===== src/rtl/phys_reg_free_list_if.sv =====
// Rename / commit / recovery handshake bundle for the physical register free list.
interface phys_reg_free_list_if #(
  parameter int NUM_PHY_REGS  = 64,
  parameter int NUM_ARCH_REGS = 32
);
  localparam int PREG_W = $clog2(NUM_PHY_REGS);
  localparam int CNT_W  = $clog2(NUM_PHY_REGS - NUM_ARCH_REGS) + 1;

  logic              alloc_req;
  logic              alloc_ready;
  logic [PREG_W-1:0] alloc_preg;
  logic              release_valid;
  logic [PREG_W-1:0] release_preg;
  logic              commit_alloc;
  logic              flush;
  logic [CNT_W-1:0]  free_count;
  logic              init_done;
  logic              err;

  modport master (
    output alloc_req, release_valid, release_preg, commit_alloc, flush,
    input  alloc_ready, alloc_preg, free_count, init_done, err
  );

  modport slave (
    input  alloc_req, release_valid, release_preg, commit_alloc, flush,
    output alloc_ready, alloc_preg, free_count, init_done, err
  );
endinterface


===== src/rtl/phys_reg_free_list.sv =====
// Circular free list of physical register IDs with speculative head and commit-head rollback.
// Optional FREELIST_DEBUG_EN adds a free-bitmap mirror (double release / bad alloc -> err) and trace prints.
module phys_reg_free_list #(
  parameter int NUM_PHY_REGS  = 64,
  parameter int NUM_ARCH_REGS = 32
) (
  input  logic                  clk,
  input  logic                  rst,
  phys_reg_free_list_if.slave   fl
);
  localparam int DEPTH  = NUM_PHY_REGS - NUM_ARCH_REGS;
  localparam int PREG_W = $clog2(NUM_PHY_REGS);
  localparam int IDX_W  = $clog2(DEPTH);
  localparam int PTR_W  = IDX_W + 1;

  typedef enum logic [1:0] {ST_INIT, ST_RUN, ST_RECOVER} state_t;

  state_t            state_q, state_d;
  logic [PTR_W-1:0]  head_q, head_d;
  logic [PTR_W-1:0]  commit_head_q, commit_head_d;
  logic [PTR_W-1:0]  tail_q, tail_d;
  logic [PTR_W-1:0]  free_count_q, free_count_d;
  logic              init_done_q, init_done_d;
  logic              err_q, err_d, err_set;

  logic [PREG_W-1:0] mem [DEPTH];
  logic              mem_we;
  logic [PREG_W-1:0] mem_wdata;

  logic              alloc_ready_c;
  logic              do_alloc, rel_req, list_full, do_release;

  // State register
  always_ff @(posedge clk or posedge rst) begin
    if (rst) begin
      state_q       <= ST_INIT;
      head_q        <= '0;
      commit_head_q <= '0;
      tail_q        <= '0;
      free_count_q  <= '0;
      init_done_q   <= 1'b0;
      err_q         <= 1'b0;
    end else begin
      state_q       <= state_d;
      head_q        <= head_d;
      commit_head_q <= commit_head_d;
      tail_q        <= tail_d;
      free_count_q  <= free_count_d;
      init_done_q   <= init_done_d;
      err_q         <= err_set;
    end
  end

  always_ff @(posedge clk) begin
    if (mem_we) mem[tail_q[IDX_W-1:0]] <= mem_wdata;
  end

  // Next-state logic
  always_comb begin
    state_d       = state_q;
    head_d        = head_q;
    commit_head_d = commit_head_q;
    tail_d        = tail_q;
    free_count_d  = free_count_q;
    init_done_d   = init_done_q;
    err_d         = err_q;
    mem_we        = 1'b0;
    mem_wdata     = '0;
    do_alloc      = 1'b0;
    rel_req       = 1'b0;
    list_full     = 1'b0;
    do_release    = 1'b0;
    case (state_q)
      ST_INIT: begin
        // Tail doubles as the sweep counter: entry i holds NUM_ARCH_REGS+i.
        mem_we    = 1'b1;
        mem_wdata = PREG_W'(NUM_ARCH_REGS + int'(tail_q[IDX_W-1:0]));
        tail_d    = tail_q + 1'b1;
        if (tail_q == PTR_W'(DEPTH - 1)) begin
          state_d      = ST_RUN;
          free_count_d = PTR_W'(DEPTH);
          init_done_d  = 1'b1;
        end
      end
      default: begin
        do_alloc   = alloc_ready_c && fl.alloc_req && !fl.flush;
        rel_req    = fl.release_valid && (fl.release_preg != '0);
        // Full counts uncommitted allocations as occupied, not just the speculative window.
        list_full  = (PTR_W'(tail_q - commit_head_q) == PTR_W'(DEPTH));
        do_release = rel_req && !list_full;
        if (rel_req && list_full) err_d = 1'b1;
        if (do_release) begin
          mem_we    = 1'b1;
          mem_wdata = fl.release_preg;
          tail_d    = tail_q + 1'b1;
        end
        if (fl.commit_alloc) commit_head_d = commit_head_q + 1'b1;
        if (do_alloc) head_d = head_q + 1'b1;
        free_count_d = free_count_q + PTR_W'(do_release) - PTR_W'(do_alloc);
        if (fl.flush) begin
          head_d       = commit_head_d;
          free_count_d = tail_d - commit_head_d;
          state_d      = ST_RECOVER;
        end else begin
          state_d      = ST_RUN;
        end
      end
    endcase
  end

  // Output logic
  always_comb begin
    alloc_ready_c  = (state_q == ST_RUN) && (free_count_q != '0);
    fl.alloc_ready = alloc_ready_c;
    fl.alloc_preg  = (state_q == ST_INIT) ? '0 : mem[head_q[IDX_W-1:0]];
    fl.free_count  = free_count_q;
    fl.init_done   = init_done_q;
    fl.err         = err_q;
  end

`ifdef FREELIST_DEBUG_EN
  logic [NUM_PHY_REGS-1:0] free_map_q, free_map_d;
  logic                    dbg_err;
  logic [PTR_W-1:0]        dbg_ptr;
  logic [31:0]             cyc_q;

  always_comb begin
    free_map_d = free_map_q;
    dbg_err    = 1'b0;
    dbg_ptr    = '0;
    if (state_q == ST_INIT) begin
      free_map_d[mem_wdata] = 1'b1;
    end else begin
      if (rel_req && free_map_q[fl.release_preg]) dbg_err = 1'b1;
      if (do_alloc) begin
        if (!free_map_q[fl.alloc_preg]) dbg_err = 1'b1;
        free_map_d[fl.alloc_preg] = 1'b0;
      end
      if (do_release) free_map_d[fl.release_preg] = 1'b1;
      if (fl.flush) begin
        // Rebuild from the surviving window [commit_head, tail) plus this cycle's release.
        free_map_d = '0;
        for (int j = 0; j < DEPTH; j++) begin
          dbg_ptr = commit_head_d + PTR_W'(j);
          if (PTR_W'(j) < PTR_W'(tail_q - commit_head_d)) free_map_d[mem[dbg_ptr[IDX_W-1:0]]] = 1'b1;
        end
        if (do_release) free_map_d[fl.release_preg] = 1'b1;
      end
    end
  end

  always_ff @(posedge clk or posedge rst) begin
    if (rst) begin
      free_map_q <= '0;
      cyc_q      <= '0;
    end else begin
      free_map_q <= free_map_d;
      cyc_q      <= cyc_q + 32'd1;
      if (do_alloc)   $display("%0d: ALLOC r%0d free=%0d", cyc_q, fl.alloc_preg, free_count_d);
      if (do_release) $display("%0d: RELEASE r%0d free=%0d", cyc_q, fl.release_preg, free_count_d);
      if (state_q != ST_INIT && fl.flush) $display("%0d: FLUSH free=%0d", cyc_q, free_count_d);
    end
  end

  assign err_set = err_d | dbg_err;
`else
  assign err_set = err_d;
`endif

  commit_not_past_head: assert property (@(posedge clk) disable iff (rst)
    (state_q != ST_INIT && fl.commit_alloc) |-> (commit_head_q != head_q));

endmodule


===== src/flat_wrapper.sv =====
// flat-port wrapper written by rule: the top's interface ports become plain ports
module phys_reg_free_list_flat 
#(
  parameter int NUM_PHY_REGS  = 64,
  parameter int NUM_ARCH_REGS = 32
)
  (clk, rst, fl_alloc_req, fl_release_valid, fl_release_preg, fl_commit_alloc, fl_flush, fl_alloc_ready, fl_alloc_preg, fl_free_count, fl_init_done, fl_err);
  phys_reg_free_list_if #(.NUM_PHY_REGS(NUM_PHY_REGS), .NUM_ARCH_REGS(NUM_ARCH_REGS)) fl_i ();
  input  logic clk;
  input  logic rst;
  input wire logic [$bits(fl_i.alloc_req)-1:0] fl_alloc_req;
  input wire logic [$bits(fl_i.release_valid)-1:0] fl_release_valid;
  input wire logic [$bits(fl_i.release_preg)-1:0] fl_release_preg;
  input wire logic [$bits(fl_i.commit_alloc)-1:0] fl_commit_alloc;
  input wire logic [$bits(fl_i.flush)-1:0] fl_flush;
  output wire logic [$bits(fl_i.alloc_ready)-1:0] fl_alloc_ready;
  output wire logic [$bits(fl_i.alloc_preg)-1:0] fl_alloc_preg;
  output wire logic [$bits(fl_i.free_count)-1:0] fl_free_count;
  output wire logic [$bits(fl_i.init_done)-1:0] fl_init_done;
  output wire logic [$bits(fl_i.err)-1:0] fl_err;
  assign fl_i.alloc_req = fl_alloc_req;
  assign fl_i.release_valid = fl_release_valid;
  assign fl_i.release_preg = fl_release_preg;
  assign fl_i.commit_alloc = fl_commit_alloc;
  assign fl_i.flush = fl_flush;
  assign fl_alloc_ready = fl_i.alloc_ready;
  assign fl_alloc_preg = fl_i.alloc_preg;
  assign fl_free_count = fl_i.free_count;
  assign fl_init_done = fl_i.init_done;
  assign fl_err = fl_i.err;
  phys_reg_free_list #(.NUM_PHY_REGS(NUM_PHY_REGS), .NUM_ARCH_REGS(NUM_ARCH_REGS)) u_core (.clk(clk), .rst(rst), .fl(fl_i));
endmodule

===== config.mk =====
export PLATFORM = sky130hd
export DESIGN_NAME = phys_reg_free_list_flat
export DESIGN_NICKNAME = d
export VERILOG_FILES = /design/src/rtl/phys_reg_free_list_if.sv /design/src/rtl/phys_reg_free_list.sv /design/src/flat_wrapper.sv
export SDC_FILE = /design/constraint.sdc
export NUM_CORES = 1
export LEC_CHECK = 0
export ABC_AREA = 1
export CAP_MARGIN = 15
export CORE_UTILIZATION = 55
export DETAILED_ROUTE_END_ITERATION = 8
export GPL_TIMING_DRIVEN = 1
export HOLD_SLACK_MARGIN = 0.1
export PLACE_DENSITY = 0.72
export SLEW_MARGIN = 20
export SYNTH_ARGS = -nofsm -noshare
export SYNTH_HDL_FRONTEND = slang
export SYNTH_SLANG_ARGS = --single-unit

===== constraint.sdc =====
create_clock -name clk -period 7.7 [get_ports clk]
set_input_delay 1.54 -clock clk [delete_from_list [all_inputs] [get_ports clk]]
set_output_delay 1.54 -clock clk [all_outputs]
set_load 0.03 [all_outputs]

==> metrics.md <==
| Metric | Value |
|---|---|
| Pre-antenna DRT Iters | `5` |
| M1 WL | `9980 um` |
| Largest delay share family, worst path | `buffers and inverters` |
| Most common cell in the netlist | `edfxtp_1` |
| Syn Area/Cell | `11.3 um2` |
| Hold Path Cell Cnt | `1` |
| Worst r2r path cells | `20` |
| Ys flop type | `edfxtp_1` |
| HP Class | `reg2reg` |
| Top sig layer | `met4` |
| Die Area | `0.0187 mm2` |
| Initial antenna violation count | `0` |
| Final GP Congestion | `0.842` |
| Reg clk slew, reported paths | `60 ps` |
| Critical path class | `reg2out` |
| PortBufs | `26` |
| Skew final | `6.99 ps` |
| Slew Viols, Final | `0` |
| Skew-Pair Late Insertion Delay | `500 ps` |
| Die Ht | `137 um` |
| Critical Path Stages | `8` |
| Worst EP arrival | `3560 ps` |
| Vias in the first global route | `6549` |
| Filler Cell Count | `1360` |
| CTS tree | `yes` |
| Tot Pwr | `4.89 mW` |
| Final wirelength | `23000 um` |
| WP data required | `6160 ps` |
| Pwr dens | `437 mW/mm2` |
| Largest net degree at the start of global routing | `100` |
| Worst path buffer plus inverter count | `3` |
| Root Buffer | `clkbuf_16` |
| LEAKAGE | `4.02 nW` |
| Critical Path Slowest Stage Cell | `inv_2` |
| Hold Buf Count CTS | `0` |
| Resize count post-CTS | `0` |
| Post-Place Cells | `1101` |
| Clock buffer count from CTS | `23` |
| TNS Setup | `0 ps` |
| Post-synth top cells | `192 x edfxtp_1, 163 x nor2_1, 125 x o21ai_0, 72 x nand2_1, 52 x inv_1` |
| Area Overhead vs Synth | `11.9%` |
| First-pass GRT wire length | `36100 um` |
| Async SR Flop Fraction | `12.3%` |
| Number of enable flip-flop cells after synthesis | `192` |
| CP peak stage delay | `680 ps` |
| Starting Density | `57.0%` |
| Core Rows | `48` |
| Met3 routed WL | `1360 um` |
| NumNets Final | `939` |
| Final WS setup | `2600 ps` |
| Post CTS Setup Buffer Count | `0` |
| Flop and latch count out of synthesis | `219` |
| Area of the multi-input gates | `0.00315 mm2` |
| Crit-path max FO | `61` |
| Initial DRC count | `607` |
| Tcrit/Tclk final | `66.3%` |
| Final Hold Vio Count | `0` |
| Cell chain of the critical path | `inv_2 > buf_4 > o21ai_0 > o211ai_1 > o211ai_1 > nand2_1 > o211a_1 > clkdlybuf4s50_1` |
| Vias/cell | `5.95` |
| Sequential area share after synthesis | `64.4%` |
| Final setup viols | `0` |
| Routed WL per cell | `20.1 um` |
| Total number of vias | `6788` |
| Seq. cell area | `0.00644 mm2` |
| Max cap viols | `0` |
| Post-Layout Cell Count | `1141` |
| Detailed-route DRC error count | `0` |
| Die Wd | `137 um` |
| Post-synth net total | `922` |
| Ratio of cells with drive above 1 in the final layout | `7.53%` |
| Post-layout min period | `5100 ps` |
| Share of the synthesized area in the top cell type | `57.7%` |
| RSZ-0062 raised after global routing | `false` |
| # H-tree levels | `1` |
| GRT Util Overall | `25.7%` |
| Core ar. | `0.0175 mm2` |
| Ant diodes | `0` |
| Outcome | `completed` |
| Fmax | `196 MHz` |
| Library cells used by synthesis | `43` |
| Clock buffer depth | `3` |
| Max VDD drop | `0.302 mV` |
| Worst slew pin tran | `983 ps` |
| Startpoint types | `flip-flop` |
| Post-synthesis cell count | `884` |
| Relative slew slack | `34.5%` |
| I/O pins | `27` |
| DP Wirelength | `14600 um` |
| Yosys warnings | `0` |
| CTS Sinks | `219` |
| Antenna-violating nets left | `0` |
| GRT overflow | `0` |
| Mapped Area | `0.0100 mm2` |
| Critical path's most frequent cell | `o211ai_1` |
| Met2 wire length | `10900 um` |
| DP Worst Slack | `3130 ps` |
| Synth top area cells | `edfxtp_1 58%, dfrtp_1 6.8%, o21ai_0 6.3%` |
| Cell taking the most area after synthesis | `edfxtp_1` |
| Worst Setup End Kind | `output pin` |
-- layout by cell type (no fill, tap or decap), drive strengths merged, types with 13 or more instances in the layout --
cell type,Yosys,final
edfxtp,192,192
nor2,166,166
inv,55,55
o21ai,129,129
nand3,35,35
o221ai,13,13
o211ai,40,40
nand2,80,80
dfrtp,27,27
ha,24,24
a21oi,13,13
o22ai,25,25
clkbuf,32,24
clkdlybuf4s50,0,26
-- area by class of cell --
class                      count  area share [%]
multi-input combinational    562            28.2
sequential                   219            57.6
inverter                      57            2.05
tap                          225            2.52
timing repair buffer          38            3.13
clock inverter                16            1.38
clock buffer                  24            5.18
-- worst register-to-register path: cells and delay by family, from the launching register on --
family                     cells  cell delay, ps
and+or+nand+nor               12            1220
buffers and inverters          3             270
DFF                            1             480
xor gates and xnor gates       1             210
AOI/OAI and AO/OA              2             380
adders and majority gates      2             810
-- state kept, by name (all words and copies together) (netlist names) --
register              flops
u_core.fl.init_done       1
u_core.state_q            2
u_core.mem              192
u_core.tail_q             6
u_core.fl.err             1
u_core.head_q             5
u_core.commit_head_q      6
u_core.fl.free_count      6
-- power by group --
group          total (mW)  internal [mW]  switching (mW)
logic                2.10          0.677            1.42
registers            1.71           1.59           0.124
clock network        1.08          0.643           0.434
total                4.89           2.91            1.98
-- per-layer routing --
| metal | vias up | global-route usage, % |
|---|---|---|
| met4 | 0 | 9.22 |
| met2 | 235 | 42.2 |
| li1 | 3209 | - |
| met1 | 3292 | 34.9 |
| met3 | 52 | 3.85 |
| met5 | - | 0 |
-- path summary, 6_finish.rpt --
kind / slack (ps) / end / startpoint
worst max-delay path: 2600 / fl_alloc_preg[3] / u_core.head_q[0]
worst min-delay path: 470 / u_core.fl.init_done / u_core.fl.init_done
worst max register to register: 4220 / u_core.fl.free_count[5] / u_core.tail_q[2]
worst min register to register: 470 / u_core.fl.init_done / u_core.fl.init_done
max in group asynchronous: 5960 / u_core.head_q[0] / rst
min in group asynchronous: 1430 / u_core.state_q[1] / rst
-- cell families after synthesis --
group	count (synthesis)	share of synthesized area [%]
AOI/OAI and AO/OA	232	13.9
xor gates and xnor gates	15	1.31
adders and majority gates	26	3.40
buffers and inverters	103	4.24
DFF	219	64.4
and+or+nand+nor	289	12.7
-- per-stage QoR --
| step | utilization [%] | instance area (um2) | hold slack (ps) |
|---|---|---|---|
| 2_1_floorplan | - | 10000 | 497 |
| 3_3_place_gp | 59.6 | 10500 | 453 |
| 3_5_place_dp | 59.6 | 10500 | 457 |
| 4_1_cts | 63.8 | 11200 | 470 |
| 5_1_grt | 63.8 | 11200 | 492 |
| 6_report | 63.8 | 11200 | 468 |
(Power assumes the default switching activity.)
